[config.mk]
export PLATFORM = sky130hd
export DESIGN_NAME = udma_uart_rx
export DESIGN_NICKNAME = d
export VERILOG_FILES = /design/src/rtl/udma_uart_rx.sv
export SDC_FILE = /design/constraint.sdc
export NUM_CORES = 1
export LEC_CHECK = 0
export BUFFER_PORTS_ARGS = -buffer_cell sky130_fd_sc_hd__buf_2
export CORE_ASPECT_RATIO = 2
export CORE_MARGIN = 4
export CORE_UTILIZATION = 55
export CTS_CLUSTER_SIZE = 25
export DETAILED_ROUTE_END_ITERATION = 10
export MAX_ROUTING_LAYER = met4
export PLACE_DENSITY_LB_ADDON = 0.12
export SLEW_MARGIN = 20
export SYNTH_ARGS = -nofsm -noshare
export SYNTH_HDL_FRONTEND = slang
export SYNTH_SLANG_ARGS = --single-unit
[constraint.sdc]
create_clock -name clk_i -period 6.2 [get_ports clk_i]
set_input_delay 0.31 -clock clk_i [delete_from_list [all_inputs] [get_ports clk_i]]
set_output_delay 0.31 -clock clk_i [all_outputs]
set_load 0.005 [all_outputs]
[src/rtl/udma_uart_rx.sv]
// udma_uart_rx: serial receive half of the uDMA UART.
// Synchronises rx_i, detects the start edge, samples each bit mid-period using
// a (cfg_div_i+1)-clock bit period, and hands 5..8 bit characters to the uDMA
// RX channel over a valid/ready handshake. Parity, framing and overflow errors
// are reported as registered single-cycle pulses.
//
// Ports:
//   clk_i, rst_i            clock, asynchronous active-high reset
//   rx_i                    asynchronous serial line, idle high
//   busy_o                  receiver is inside a frame (FSM not idle)
//   cfg_en_i                receiver enable; low abandons any frame
//   cfg_div_i               bit period minus one, in clocks (>= 3)
//   cfg_parity_en_i         even parity bit follows the data bits
//   cfg_bits_i              data bits minus five
//   rx_data_o, rx_valid_o   received character and its valid flag
//   rx_ready_i              consumer accepts rx_data_o
//   err_parity_o            parity mismatch on a delivered character
//   err_frame_o             stop bit sampled low, character discarded
//   err_overflow_o          character dropped while rx_valid_o was held
module udma_uart_rx (
    input  logic        clk_i,
    input  logic        rst_i,
    input  logic        rx_i,
    output logic        busy_o,
    input  logic        cfg_en_i,
    input  logic [15:0] cfg_div_i,
    input  logic        cfg_parity_en_i,
    input  logic [1:0]  cfg_bits_i,
    output logic [7:0]  rx_data_o,
    output logic        rx_valid_o,
    input  logic        rx_ready_i,
    output logic        err_parity_o,
    output logic        err_frame_o,
    output logic        err_overflow_o
);

    localparam int unsigned DIV_W     = 16;
    localparam int unsigned DATA_W    = 8;
    localparam int unsigned BIT_CNT_W = 3;

    typedef enum logic [2:0] {
        ST_IDLE,
        ST_START,
        ST_DATA,
        ST_PARITY,
        ST_STOP
    } state_t;

    state_t                 state_q, state_d;
    logic [DIV_W-1:0]       cnt_q, cnt_d;
    logic [BIT_CNT_W-1:0]   bit_cnt_q, bit_cnt_d;
    logic [DATA_W-1:0]      shreg_q, shreg_d;
    logic                   par_acc_q, par_acc_d;
    logic                   par_err_q, par_err_d;
    logic [1:0]             rx_sync_q;
    logic                   rx_prev_q;

    logic                   busy_d;
    logic [DATA_W-1:0]      rx_data_d;
    logic                   rx_valid_d;
    logic                   err_parity_d;
    logic                   err_frame_d;
    logic                   err_overflow_d;

    logic                   rx_s;
    logic                   fall_edge;
    logic                   last_bit;

    assign rx_s      = rx_sync_q[1];
    // A held-low line never shows a new falling edge, so a break yields one frame error only.
    assign fall_edge = rx_prev_q & ~rx_s;
    assign last_bit  = (bit_cnt_q == (BIT_CNT_W'(cfg_bits_i) + BIT_CNT_W'(4)));

    // State, datapath and output registers
    always_ff @(posedge clk_i or posedge rst_i) begin
        if (rst_i) begin
            rx_sync_q      <= '1;
            rx_prev_q      <= 1'b1;
            state_q        <= ST_IDLE;
            cnt_q          <= '0;
            bit_cnt_q      <= '0;
            shreg_q        <= '0;
            par_acc_q      <= 1'b0;
            par_err_q      <= 1'b0;
            busy_o         <= 1'b0;
            rx_data_o      <= '0;
            rx_valid_o     <= 1'b0;
            err_parity_o   <= 1'b0;
            err_frame_o    <= 1'b0;
            err_overflow_o <= 1'b0;
        end else begin
            rx_sync_q      <= {rx_sync_q[0], rx_i};
            rx_prev_q      <= rx_s;
            state_q        <= state_d;
            cnt_q          <= cnt_d;
            bit_cnt_q      <= bit_cnt_d;
            shreg_q        <= shreg_d;
            par_acc_q      <= par_acc_d;
            par_err_q      <= par_err_d;
            busy_o         <= busy_d;
            rx_data_o      <= rx_data_d;
            rx_valid_o     <= rx_valid_d;
            err_parity_o   <= err_parity_d;
            err_frame_o    <= err_frame_d;
            err_overflow_o <= err_overflow_d;
        end
    end

    // Next-state, bit sampling and output decisions
    always_comb begin
        state_d        = state_q;
        cnt_d          = (state_q == ST_IDLE) ? '0 : cnt_q + DIV_W'(1);
        bit_cnt_d      = bit_cnt_q;
        shreg_d        = shreg_q;
        par_acc_d      = par_acc_q;
        par_err_d      = par_err_q;
        rx_data_d      = rx_data_o;
        rx_valid_d     = rx_valid_o & ~rx_ready_i;
        err_parity_d   = 1'b0;
        err_frame_d    = 1'b0;
        err_overflow_d = 1'b0;

        case (state_q)
            ST_IDLE: begin
                if (fall_edge && cfg_en_i) begin
                    state_d = ST_START;
                end
            end
            ST_START: begin
                if (cnt_q == (cfg_div_i >> 1)) begin
                    if (!rx_s) begin
                        state_d   = ST_DATA;
                        bit_cnt_d = '0;
                        shreg_d   = '0;
                        par_acc_d = 1'b0;
                        par_err_d = 1'b0;
                    end else begin
                        state_d   = ST_IDLE;
                    end
                end
            end
            ST_DATA: begin
                if (cnt_q == cfg_div_i) begin
                    cnt_d              = '0;
                    shreg_d[bit_cnt_q] = rx_s;
                    par_acc_d          = par_acc_q ^ rx_s;
                    if (last_bit) begin
                        state_d = cfg_parity_en_i ? ST_PARITY : ST_STOP;
                    end else begin
                        bit_cnt_d = bit_cnt_q + BIT_CNT_W'(1);
                    end
                end
            end
            ST_PARITY: begin
                if (cnt_q == cfg_div_i) begin
                    par_err_d = rx_s ^ par_acc_q;
                    state_d   = ST_STOP;
                end
            end
            ST_STOP: begin
                if (cnt_q == cfg_div_i) begin
                    state_d = ST_IDLE;
                    if (!rx_s) begin
                        err_frame_d = 1'b1;
                    end else if (!rx_valid_o || rx_ready_i) begin
                        // A same-cycle consume frees the slot, so no overflow.
                        rx_data_d    = shreg_q;
                        rx_valid_d   = 1'b1;
                        err_parity_d = par_err_q;
                    end else begin
                        err_overflow_d = 1'b1;
                    end
                end
            end
            default: begin
                state_d = ST_IDLE;
            end
        endcase

        if (state_d != state_q) begin
            cnt_d = '0;
        end

        // Disable abandons the frame silently and drops any held character.
        if (!cfg_en_i) begin
            state_d        = ST_IDLE;
            cnt_d          = '0;
            rx_valid_d     = 1'b0;
            err_parity_d   = 1'b0;
            err_frame_d    = 1'b0;
            err_overflow_d = 1'b0;
        end

        busy_d = (state_d != ST_IDLE);
    end

endmodule
==> summary.txt <==
STA
  • Final hold slack: 0.0997 ns
  • Setup Viol. Count Final: 0
  • Fin crit share: 0.426
  • Final min period: 2.64 ns
  • Worst-margin pin slew: 0.822 ns
  • RSZ-0062 raised after global routing: no
  • Fmax: 378 MHz
  • Final hold violations: 0
  • Max_slew headroom: 0.452
  • Fin worst setup slack: 3.56 ns
  • Final Max Tran Viols: 0
  • TNS Setup: 0 ns
  • Final Skew: 0.0131 ns

Synth
  • Main synth FF type: dfrtp_1
  • Register area share after synthesis: 0.436
  • Synth Area per Inst: 10.5 sq um
  • Share of the synthesized area in the top cell type: 0.407
  • Async SR Flop Fraction: 1.00
  • Top post-synthesis cells by count: 45 x dfrtp_1, 32 x nor2_1, 26 x xor2_1
  • Yosys top cell by area: dfrtp_1
  • Synth cell types: 47
  • Syn nets: 290
  • Mapped Cells: 264
  • #FFs+latches synth: 48
  • Synth warnings: 0
  • Cell with the most instances after synthesis: dfrtp_1
  • Cell area after synthesis: 0.00277 sq mm
  • EDFF count, synth: 0
  • Top cells by area, synth: dfrtp_1 41%, xor2_1 8.2%, xnor2_1 7.3%

Worst setup path
  • Setup CP Type: flop to flop
  • Critical Path RT: 6.36 ns
  • Worst Reg-to-Reg Cells: 6
  • Arr. time, crit path: 2.80 ns
  • Worst R2R End: cnt_q[2]
  • Worst r2r src: cnt_q[6]
  • Setup slack, reg-to-reg: 3.56 ns
  • Crit end category: flop
  • Startpoint types: flop
  • Largest fanout on the critical path: 16

Power
  • Static leakage: 1.40 nW
  • Overall Power: 0.579 mW
  • Pwr dens: 193 mW/mm^2
  • Worst ir drop on vdd: 196 uV

Hold path
  • Worst Hold Class: input port to asynchronous set/reset pin

Clocking
  • Clk Latency, worst-skew pair: 0.31 ns
  • Hold Buf Count CTS: 0
  • Sink Count: 48
  • CTS resizes: 0
  • CTS Root Buffer Type: clkbuf_8
  • Maximum buffer depth of the clock tree: 2
  • TritonCTS clock tree: yes
  • Setup Buffers After CTS: 0
  • Clk slew on worst S/H paths: 0.10 ns
  • H-Tree Depth: 2
  • CTS buffer count: 5

Detailed routing
  • Post-DR wirelength/cell: 16.3 um
  • Vias/cell: 5.55
  • Routed WL: 5.67 mm
  • 1st-pass router iterations: 4
  • DRC Markers: 0
  • Drt initial violations: 43
  • Via count: 1933
  • Final ANT Viol Nets: 0

Final layout
  • NumNets Final: 316
  • Ratio of cells with drive above 1 in the final layout: 0.265
  • N_diodes: 0
  • Final Non-Filler Cells: 348
  • Area grow syn2layout: 8.23%
  • Final instance area: 0.00299 sq mm
  • Fill cell count: 421
  • Final Util: 0.615

GRT
  • Vias in the first global route: 2152
  • Initial antenna violation count: 0
  • Largest net degree at the start of global routing: 49
  • First-pass GRT wire length: 9.81 mm
  • Total track usage: 0.212
  • Grt total ovfl: 0

Place
  • Placed cell area: 0.00288 sq mm
  • Dpl ws: 3.51 ns
  • Count of buffers from port buffering: 36
  • GP Congestion: 0.886
  • Post-DP HPWL: 4.34 mm
  • Placed Instances: 340

Flow run
  • Max cap viols: 0

Floorplan
  • Die area: 0.00630 sq mm
  • DIE WIDTH: 58.2 um
  • Initial Util: 0.569
  • Core Region: 0.00486 sq mm
  • Top-Level Pins: 37
  • # rows: 36
  • Die Span Y: 108 um

Outcome
  • Status: completed
## logic make-up (layout without fill, tap and decap cells)
kind of cell / after synthesis / after routing / synth area share
xor gates and xnor gates: 49 / 49 / 0.155
adders and majority gates: 2 / 2 / 0.00904
buffers and inverters: 21 / 48 / 0.0547
DFF: 48 / 48 / 0.436
and+or+nand+nor: 107 / 107 / 0.222
AOI/OAI and AO/OA: 23 / 23 / 0.0629
muxes: 14 / 14 / 0.0611
## placed cells by master (no fill, tap or decap), types with 6 or more instances in the layout
cell,count
nand3_1,11
mux2_2,11
dfrtp_1,45
xnor2_1,23
nor2_1,32
and3_1,6
o21ai_0,6
xor2_1,26
nand2_1,15
nor2b_1,6
nand4_1,7
buf_2,36
## routing by layer
metal / track usage / share of wire
met3: 0.0358 / 0.035
met2: 0.380 / 0.57
met1: 0.208 / 0.36
met4: 0.119 / 0.039
met5: - / 0
## cell type report
| class | instances | area [sq um] | area share |
|---|---|---|---|
| clock buffer | 5 | 68.8 | 0.0230 |
| inverter | 4 | 16.3 | 0.00543 |
| timing repair buffer | 36 | 180 | 0.0602 |
| multi-input combinational | 195 | 1410 | 0.471 |
| clock inverter | 3 | 42.5 | 0.0142 |
| sequential | 48 | 1200 | 0.402 |
| tap | 57 | 71.3 | 0.0238 |
## state kept, by name, summed over array words and instances, names as in the netlist
name and cells:
par_acc_q 1, shreg_q 8, rx_valid_o 1, err_parity_o 1, cnt_q 16, bit_cnt_q 3
rx_data_o 8, rx_sync_q 2, busy_o 1, par_err_q 1, err_frame_o 1, state_q 3
rx_prev_q 1, err_overflow_o 1
## worst max-delay path by stage
stage	start	to	cells past startpoint
2_1_floorplan	cnt_q[0]	shreg_q[6]	8
3_3_place_gp	cnt_q[6]	cnt_q[14]	6
3_5_place_dp	cnt_q[6]	cnt_q[2]	6
4_1_cts	cnt_q[6]	cnt_q[2]	6
5_1_grt	cnt_q[6]	cnt_q[2]	6
6_report	cnt_q[6]	cnt_q[2]	6
## critical path: stages, from the launching register on
cell       delay [ns]
dfrtp_1          0.48
xnor2_1          0.21
nand4_1          0.18
nor4_4           0.67
o2bb2ai_1        0.21
o211ai_2         0.63
nor2_1           0.12
## where the power goes
group,internal (mW),switching [mW]
combinational,0.0148,0.0209
sequential,0.315,0.00329
clock,0.119,0.105
total,0.450,0.129
Power figures use the tool's default switching activity.
